File: config.mk
export PLATFORM = sky130hd
export DESIGN_NAME = uart_tx_arbiter
export DESIGN_NICKNAME = d
export VERILOG_FILES = /design/src/rtl/uart_tx_arbiter.sv
export SDC_FILE = /design/constraint.sdc
export NUM_CORES = 1
export LEC_CHECK = 0
export CAP_MARGIN = 20
export CELL_PAD_IN_SITES_DETAIL_PLACEMENT = 1
export CELL_PAD_IN_SITES_GLOBAL_PLACEMENT = 2
export CORE_MARGIN = 2
export CORE_UTILIZATION = 19
export DETAILED_ROUTE_END_ITERATION = 12
export PLACE_DENSITY_LB_ADDON = 0.1
export SKIP_LAST_GASP = 1
export SYNTH_ARGS = -nofsm -noshare
export SYNTH_HDL_FRONTEND = slang
export SYNTH_SLANG_ARGS = --single-unit
File: constraint.sdc
create_clock -name i_clock -period 2.5 [get_ports i_clock]
set_clock_uncertainty 0.2 [all_clocks]
set_input_delay 0.5 -clock i_clock [delete_from_list [all_inputs] [get_ports i_clock]]
set_output_delay 0.5 -clock i_clock [all_outputs]
set_load 0.01 [all_outputs]
File: src/rtl/uart_tx_arbiter.sv
// Round-robin arbiter sharing one UART transmitter among N_REQ byte producers.
// Define UART_ARB_LOCK_EN to let a locked owner keep the channel across back-to-back bytes.
module uart_tx_arbiter #(
    parameter int DBIT   = 8,
    parameter int N_REQ  = 4,
    parameter int NB_REQ = 2
) (
    input  logic                  i_clock,
    input  logic                  i_reset,
    input  logic [N_REQ-1:0]      i_req,
    input  logic [N_REQ*DBIT-1:0] i_data,
    input  logic [N_REQ-1:0]      i_lock,
    input  logic                  i_tx_done_tick,
    output logic                  o_tx_start,
    output logic [DBIT-1:0]       o_tx_data,
    output logic [N_REQ-1:0]      o_ack,
    output logic [N_REQ-1:0]      o_grant,
    output logic                  o_busy
);

    typedef enum logic [1:0] {
        S_IDLE      = 2'd0,
        S_START     = 2'd1,
        S_WAIT_DONE = 2'd2
    } state_t;

    state_t            state_q, state_d;
    logic [NB_REQ-1:0] last_q, last_d;
    logic [NB_REQ-1:0] winner_q, winner_d;
    logic [DBIT-1:0]   data_q, data_d;

    logic [DBIT-1:0]   data_arr [N_REQ];
    logic [NB_REQ-1:0] rr_idx;
    logic              rr_found;
    logic [N_REQ-1:0]  winner_oh;

    always_comb begin
        for (int k = 0; k < N_REQ; k++) begin
            data_arr[k] = i_data[k*DBIT +: DBIT];
        end
    end

    // Search last+1, last+2, ... modulo N_REQ; first pending request wins.
    always_comb begin : rr_search
        int                cand;
        logic [NB_REQ-1:0] cand_idx;
        cand     = 0;
        cand_idx = '0;
        rr_idx   = '0;
        rr_found = 1'b0;
        for (int k = 1; k <= N_REQ; k++) begin
            cand     = (int'(last_q) + k) % N_REQ;
            cand_idx = NB_REQ'(cand);
            if (!rr_found && i_req[cand_idx]) begin
                rr_found = 1'b1;
                rr_idx   = cand_idx;
            end
        end
    end

    always_comb begin
        state_d  = state_q;
        last_d   = last_q;
        winner_d = winner_q;
        data_d   = data_q;
        case (state_q)
            S_IDLE: begin
                if (rr_found) begin
                    winner_d = rr_idx;
                    data_d   = data_arr[rr_idx];
                    state_d  = S_START;
                end
            end
            S_START: begin
                state_d = S_WAIT_DONE;
            end
            S_WAIT_DONE: begin
                if (i_tx_done_tick) begin
`ifdef UART_ARB_LOCK_EN
                    if (i_lock[winner_q] && i_req[winner_q]) begin
                        data_d  = data_arr[winner_q];
                        state_d = S_START;
                    end else begin
                        last_d  = winner_q;
                        state_d = S_IDLE;
                    end
`else
                    last_d  = winner_q;
                    state_d = S_IDLE;
`endif
                end
            end
            default: state_d = S_IDLE;
        endcase
    end

`ifndef UART_ARB_LOCK_EN
    logic unused_lock;
    assign unused_lock = ^i_lock;
`endif

    always_ff @(posedge i_clock or posedge i_reset) begin
        if (i_reset) begin
            state_q  <= S_IDLE;
            last_q   <= NB_REQ'(N_REQ - 1);
            winner_q <= '0;
            data_q   <= '0;
        end else begin
            state_q  <= state_d;
            last_q   <= last_d;
            winner_q <= winner_d;
            data_q   <= data_d;
        end
    end

    // Outputs decode registered state only, so reset clears them immediately.
    assign winner_oh  = N_REQ'(1) << winner_q;
    assign o_tx_start = (state_q == S_START);
    assign o_ack      = (state_q == S_START) ? winner_oh : '0;
    assign o_grant    = (state_q != S_IDLE) ? winner_oh : '0;
    assign o_busy     = (state_q != S_IDLE);
    assign o_tx_data  = data_q;

endmodule

=== Word-level counts from Yosys, hierarchy flattened ===
Cells that the tools add are included.

* Output and inout port bits: 18
* Register bits: 14
* Bits of input ports: 43
* Logic and storage cells: 54

* Reductions and logical operators: 11
* Magnitude comparators: 5
* Add/sub/neg operators: 4
* Shifts and indexed selects: 1
* Eq/ne operators: 4
* Bitwise logic cells: 1
* Multiplexer cells: 24

{| class="wikitable"
|+ Operator list
! kind !! count
|-
| 8-bit binary-select mux with 2-bit select || 1
|-
| 8-bit two-way mux || 2
|-
| 2-bit by 3-bit less-than comparator with 1-bit output (second input constant) || 4
|-
| 2-bit two-way mux || 6
|-
| 1-bit binary-select mux with 2-bit select || 4
|-
| 1-bit two-way mux || 8
|-
| 4-bit two-way mux || 2
|-
| 2-bit case mux with 3 select lines || 1
|-
| 2-bit AND reduction || 3
|-
| 2-bit by 1-bit adder with 2-bit output (second input constant) || 2
|-
| 2-bit adder (second input constant) || 2
|-
| 2-bit != test (second input constant) || 2
|-
| 1-bit by 2-bit left shift with 4-bit output (first input constant) || 1
|-
| 3-bit >= comparator (second input constant) || 1
|-
| 1-bit logical AND || 3
|-
| 1-bit zero test || 3
|-
| 2-bit inverter with 3-bit output || 1
|-
| 2-bit by 1-bit equality test with 1-bit output (second input constant) || 1
|-
| 2-bit equality test (second input constant) || 1
|-
| 2-bit zero test || 1
|-
| 2-bit nonzero test || 1
|}

=== Logic depth before layout (Yosys ltp) ===
* Depth after elaboration: 17
* Mapped depth: 7
* Depth with buffers taken out: 6

=== Worst setup path before layout ===
OpenSTA, ideal clock, no wires.

* Path type: input to register
* Start point: in i_req[1]
* End point: reg data_q[0], in the netlist o_tx_data[0]
* Path buffers: 1
* Arrival time: 1.519 ns
* Path slack: 0.640 ns
* Stages on the path: 6
* Cells stage by stage: or2b_1 -> nand3b_2 -> a21oi_4 -> buf_12 -> mux2i_1 -> o221ai_1

* Word-level cells in the longest chain between the ends: 16
* Elaborated cells between the ends (all ways): 27
* Classes of those cells: mux: 19; bitwise: 1; reduce/logical: 7

{| class="wikitable"
|+ RTL lines
! what !! RTL line !! source
|-
| start, declared || 10 || <nowiki>input logic [N_REQ-1:0] i_req,</nowiki>
|-
| 1-bit binary-select mux with 2-bit select || 54 || <nowiki>if (!rr_found && i_req[cand_idx]) begin</nowiki>
|-
| 1-bit two-way mux (not written as such) || 54 ||
|-
| 1-bit two-way mux || 54 ||
|-
| 1-bit zero test || 54 ||
|-
| 1-bit logical AND || 54 ||
|-
| 1-bit two-way mux || 54 ||
|-
| 1-bit zero test || 54 ||
|-
| 1-bit logical AND || 54 ||
|-
| 1-bit two-way mux || 54 ||
|-
| 1-bit zero test || 54 ||
|-
| 1-bit logical AND || 54 ||
|-
| 2-bit two-way mux || 54 ||
|-
| 2-bit inverter with 3-bit output (not written as such) || 70 || <nowiki>data_d = data_arr[rr_idx];</nowiki>
|-
| 8-bit binary-select mux with 2-bit select || 70 ||
|-
| 8-bit two-way mux (not written as such) (2 in series) || 70 ||
|-
| end signal, assigned || 112 || <nowiki>data_q <= data_d;</nowiki>
|-
| end, declared || 30 || <nowiki>logic [DBIT-1:0] data_q, data_d;</nowiki>
|}

Several ways; a longest one is shown, not always the timed one. The select of a mux whose other input is x is not followed.
A chain may end at the register's enable or synchronous reset.

=== Final worst setup path ===
* Start point: reg state_q[1]
* End point: out o_ack[0]

* Word-level cells in the longest chain between the ends: 2

{| class="wikitable"
|+ RTL lines
! what !! RTL line !! source
|-
| start, declared || 27 || <nowiki>state_t state_q, state_d;</nowiki>
|-
| start signal, assigned || 109 || <nowiki>state_q <= state_d;</nowiki>
|-
| 2-bit by 1-bit equality test with 1-bit output || 119 || <nowiki>assign o_ack = (state_q == S_START) ? winner_oh : '0;</nowiki>
|-
| 4-bit two-way mux || 119 ||
|-
| end, declared || 16 || <nowiki>output logic [N_REQ-1:0] o_ack,</nowiki>
|}

Every way passes these cells.

==> results.toml <==
[worst_setup_path]
worstPathCellList = "nand2b_1 > nor3_1 > clkdlybuf4s50_1"
critPathCaptureType = "output pin"
start_kind = "flop"
cp.arrival_ns = 1.60
slowest_delay_ns = 0.56
crit_type = "flop to output pin"
path_max_fanout = 6
critPathTopFamily = "buffers and inverters"
cp_data_required_time_ns = 1.80
critical_path.slowest_cell = "clkdlybuf4s50_1"
cp_num_buf_inv = 1

[die]
die_w_um = 72.6
coreArea_mm2 = 0.00444
die_h_um = 72.6
pin_count = 61
rows = 24
dieArea_mm2 = 0.00527
start_util_pct = 20.1

[finish]
drive_above_1_share_pct = 10.5
finalNetCount = 197
multi_input_area_um2 = 499
final_common_cell = "clkdlybuf4s50_1"
diodes = 0
final_cell_mix = "56 x clkdlybuf4s50_1, 16 x mux2i_1, 15 x nand2_1"
fillers = 518
syn_to_final_growth_pct = 77.8
seq_area_um2 = 353

[sta]
min_period_over_period_pct = 92.2
min_period_ns = 2.30
maxSlewViolCount = 0
max-slew-margin-rel_pct = 62.2
worst_pin_slew_ns = 0.566
final_hold_viol_count = 0
rsz0062_at_grt = "no"
setup_viol = 0
clock.fmax_mhz = 434
fin_tns_setup_ns = 0

[global_routing]
busiest_layer = "met2"
use_met1_pct = 13.0
grt_use_total_pct = 11.4
grt_pass1_wl_um = 4590
use_met2_pct = 20.2
grt_pass1_vias = 982
grt_antenna_before_repair = 0
grt_max_degree = 17
overflow = 0
met3_usage_pct = 3.87

[route]
first_iter_violations = 21
ant_nets = 0
viasPerCell = 4.40
routedWlPerCell_um = 13.8
routed_wl_um = 2840
dr.pass1.iters = 4
vias = 903
drc = 0

[power_and_ir_drop]
p_per_area_mw_per_mm2 = 1030
clkPwrFrac_pct = 13.2
p_comb_share_pct = 59.4
p_leak_nw = 0.662
pwr-share-seq_pct = 27.3
cell_internal_pwr_mw = 1.03
sw_frac_of_total_pct = 37.3
power.switching_mw = 0.614
peakVddDrop_mv = 0.262
power_mw = 1.65

[clock_network]
post_cts_resized = 0
cts.sinks = 14
cts_htree_levels = 1
holdBufCountCts = 0
cts_buffers = 3
cts_root_buffer = "clkbuf_8"
cts_tree = "yes"
cts_setup_buffers = 0
clk_latency_ns = 0.24
clock_path_buffers = 2
clkTransAtPathRegs_ns = 0.06

[yosys]
synth.avg_cell_area_um2 = 9.72
ys_seq_elements = 14
netlist_area_um2 = 895
synth-seq-area-share_pct = 39.4
syn_inst = 92
synth_cell_types = 21
syn-num-nets = 135
yosys_warnings = 0

[status]
status = "finished clean"

[worst_hold_path]
hold_class = "flop to flop"

[run]
cap_violations = 0

[place]
port_buffers = 56
gp_congestion = 0.777
hpwlAfterDp_um = 2340
-- routing by layer --
metal / up-vias / wire (um)
met5: - / 0
met4: 0 / 17
met3: 2 / 237
met2: 35 / 1460
met1: 416 / 1120
li1: 450 / -
-- per-stage QoR --
stage / cell area, um2 / utilization (%) / std cells / setup WS (ns) / hold WS (ns)
after floorplan: 895 / - / 92 / 0.640 / 0.188
after global placement: 1540 / 34.5 / 201 / 0.179 / 0.273
after detailed placement: 1540 / 34.5 / 201 / 0.122 / 0.282
after CTS: 1590 / 35.8 / 205 / 0.167 / 0.302
after global routing: 1590 / 35.8 / 205 / 0.100 / 0.340
final: 1590 / 35.8 / 205 / 0.196 / 0.293
-- worst register-to-register path: stages, from the launching register on --
cell,delay (ns)
dfstp_2,0.56
nand2b_2,0.14
nand3_2,0.11
a21oi_4,0.18
buf_12,0.18
mux2i_1,0.24
o221ai_1,0.13
-- synth_stat cells --
| master | number | share of area [%] |
|---|---|---|
| a21oi_4 | 1 | 1.8 |
| a22oi_1 | 1 | 0.84 |
| buf_12 | 1 | 2.2 |
| clkbuf_1 | 2 | 0.84 |
| dfrtp_1 | 12 | 34 |
| dfstp_2 | 2 | 5.9 |
| inv_1 | 4 | 1.7 |
| mux2_2 | 2 | 2.5 |
| mux2i_1 | 16 | 18 |
| nand2_1 | 15 | 6.3 |
| nand2b_1 | 5 | 3.5 |
| nand2b_2 | 1 | 0.98 |
| nand3_2 | 1 | 1.1 |
| nand3b_1 | 1 | 0.84 |
| nand3b_2 | 1 | 1.3 |
| nor2_1 | 9 | 3.8 |
| nor3_1 | 3 | 1.7 |
| o211ai_1 | 1 | 0.84 |
| o21ai_0 | 2 | 1.1 |
| o221ai_1 | 9 | 8.8 |
| or2b_1 | 3 | 2.5 |
-- registers in the layout, summed over array words and instances (netlist names) --
signal / flops
o_tx_data: 8
last_q: 2
state_q: 2
winner_q: 2
-- cell type report --
type,instances,area share [%]
clock buffers,4,3.46
inverters,4,0.944
multi-input cells,71,31.4
flip-flops and latches,14,22.2
well taps,52,4.09
repair buffers,60,37.9
-- worst paths after layout --
path / from / endpoint / slack (ns) / cells past startpoint
max: state_q[1] / o_ack[0] / 0.20 / 3
min: o_tx_data[1] / o_tx_data[1] / 0.29 / 2
max reg2reg: last_q[0] / o_tx_data[0] / 0.62 / 6
min reg2reg: o_tx_data[1] / o_tx_data[1] / 0.29 / 2
max in group asynchronous: i_reset / state_q[1] / 1.32 / 2
min in group asynchronous: i_reset / o_tx_data[2] / 0.41 / 2
-- power by group through the flow --
| stage | clock network [mW] | registers, mW | logic (mW) |
|---|---|---|---|
| 2_1_floorplan | 0 | 0.459 | 0.517 |
| 3_3_place_gp | 0 | 0.446 | 0.987 |
| 3_5_place_dp | 0 | 0.452 | 1.00 |
| 4_1_cts | 0.230 | 0.451 | 1.00 |
| 5_1_grt | 0.242 | 0.469 | 1.08 |
| 6_report | 0.218 | 0.450 | 0.978 |
-- cells by family after synthesis --
kind of cell,after synthesis,share of synthesized area (%)
AO/OA/AOI/OAI,14,13.4
multiplexers,18,20.4
flip-flops,14,39.4
AND/OR/NAND/NOR,39,22.0
buffers and inverters,7,4.76
No activity file was read; power rests on OpenSTA's default activity.
==> variant: new RTL, same settings <==
Make the reset (`i_reset`) synchronous in one clocked block.
--- a/src/rtl/uart_tx_arbiter.sv
+++ b/src/rtl/uart_tx_arbiter.sv
@@ -99,7 +99,7 @@
     assign unused_lock = ^i_lock;
 `endif
 
-    always_ff @(posedge i_clock or posedge i_reset) begin
+    always_ff @(posedge i_clock) begin
         if (i_reset) begin
             state_q  <= S_IDLE;
             last_q   <= NB_REQ'(N_REQ - 1);
Check against the original RTL: differs if i_reset is asserted again (counterexample within 4 cycles, from zero or initial values and one cycle with i_reset high); with i_reset held inactive, the same outputs for 10 cycles.
==> variant against the original RTL <==
Setup slack improved by 0.036 ns; via count increased by 8.6%; sequential cell count stayed put; sequential share of layout area shrank 4.6 points; synthesized cell count up 5.4%; worst hold slack got worse by 0.029 ns; routed wire length is 5.7% higher; synthesized area shrank 2.8%; design area is the same; highest routed layer unchanged.
Power is not compared: it rests on default switching activity, and its combinational part moved more than twofold at a synthesized area within 25%.
==> variant: results (changes against the original RTL) <==
Outcome: complete, no violations (unchanged)
Total track usage: 0.121 (was 0.114)
Mean area per synthesized cell: 8.96 µm² (was 9.72 µm²)
Vias in the first global route: 1069 (was 982)
Clk Latency, worst-skew pair: 0.25 ns
Final wirelength: 3000 µm (was 2840 µm)
Number of flip-flops in the largest register: 8 (unchanged)
# nets final: 203 (was 197)
Top cells by area, synth: dfxtp_1, mux2i_1, o221ai_1, nand2b_1, nor2_1 (was dfrtp_1, mux2i_1, o221ai_1, nand2_1, dfstp_2)
Fmax: 0.441 GHz (was 0.434 GHz)
Clock transition at path regs: 0.06 ns (about the same)
Number of DRC markers in iteration 0: 13 (was 21)
Placed instance area: 1530 µm² (was 1540 µm²)
DR vias/cell: 4.65 (was 4.40)
Crit-path max FO: 8 (was 6)
Pin count of the biggest net entering global routing: 18 (was 17)
DR pass1 iterations: 3 (was 4)
Critical Path AT: 2.18 ns (was 1.60 ns)
# diodes: 0 (unchanged)
Number of port buffers: 56 (unchanged)
Post-CTS Setup Inserts: 0 (unchanged)
First-pass GRT wire length: 4930 µm (was 4590 µm)
Top cells by count, synth: mux2i_1, dfxtp_1, nor2_1 (was mux2i_1, nand2_1, dfrtp_1)
Async SR Flop Fraction: 0 (was 1.00)
Layout cells sized above 1: 0.0881 (was 0.105)
Hold/Removal Path Class: register to register (unchanged)
RePlAce Congestion: 0.659 (was 0.777)
Seq/Total Area, Yosys: 0.322 (was 0.394)
Yosys cell types: 26 (was 21)
Root Driver: clkbuf_8 (unchanged)
Mapped Nets: 140 (was 135)
Clock tree buffer depth: 2 (unchanged)
Post-DP HPWL: 2400 µm (was 2340 µm)
Worst slew pin tran: 0.433 ns (was 0.566 ns)
Worst slack, placed: -0.208 ns (was 0.122 ns)
Finished Layout Cells: 211 (was 205)
H-tree Lvls: 1 (unchanged)
Worst Hold Slack: 0.264 ns (was 0.293 ns)
Yosys warnings: 0 (unchanged)
==> variant: cell types whose count changed in the layout (fill, tap and decap cells not counted), sizes merged, moves of 2 or more <==
cell	unedited run	this run
dfrtp	12	0
dfxtp	0	14
mux2	2	0
nor2	9	11
nand2	15	10
a21oi	1	3
mux2i	16	19
or3	0	2
inv	4	2
o31ai	0	2
dfstp	2	0
o21ai	2	0
buf	4	6
==> variant: per-layer routing <==
metal,track usage,vias to the layer above,part of all wire
met5,0,-,0
met4,0.0503,0,0.018
met3,0.0380,5,0.092
met2,0.209,37,0.48
met1,0.138,462,0.41
li1,-,477,-
==> variant: final cells by class <==
type | count | area [µm²]
well taps | 52 | 65.1
flip-flops and latches | 14 | 280
multi-input cells | 77 | 564
repair buffers | 62 | 618
fillers | 502 | 2790
inverters | 2 | 7.51
clock buffers | 4 | 55.1
==> variant: timing repair <==
action,4_1_cts,5_1_grt
resized for setup,0,1
hold buffers,0,0
setup endpoints to repair,0,3
==> variant: final timing paths <==
check | from | to | depth (start not counted)
setup / recovery | i_req[3] | o_tx_data[2] | 5
hold / removal | o_tx_data[4] | o_tx_data[4] | 2
setup reg to reg | state_q[1] | o_tx_data[2] | 4
hold reg to reg | o_tx_data[4] | o_tx_data[4] | 2
==> variant: critical path: stages <==
cell and delay [ns]:
clkdlybuf4s50_1 0.55, or2b_1 0.25, a21oi_1 0.34, or3_1 0.35, o221ai_1 0.18
==> variant: where the power goes <==
group	leakage [µW]	internal [µW]	switching [µW]
logic	0.000448	167	108
registers	0.000115	250	20.6
clock network	0.0000288	140	88.7
total	0.000593	556	217
==> variant: cell families after synthesis <==
group                  after synthesis  synth area share
buffers and inverters                6            0.0590
muxes                               19             0.219
DFF                                 14             0.322
AOI/OAI and AO/OA                   17             0.160
and+or+nand+nor                     41             0.240
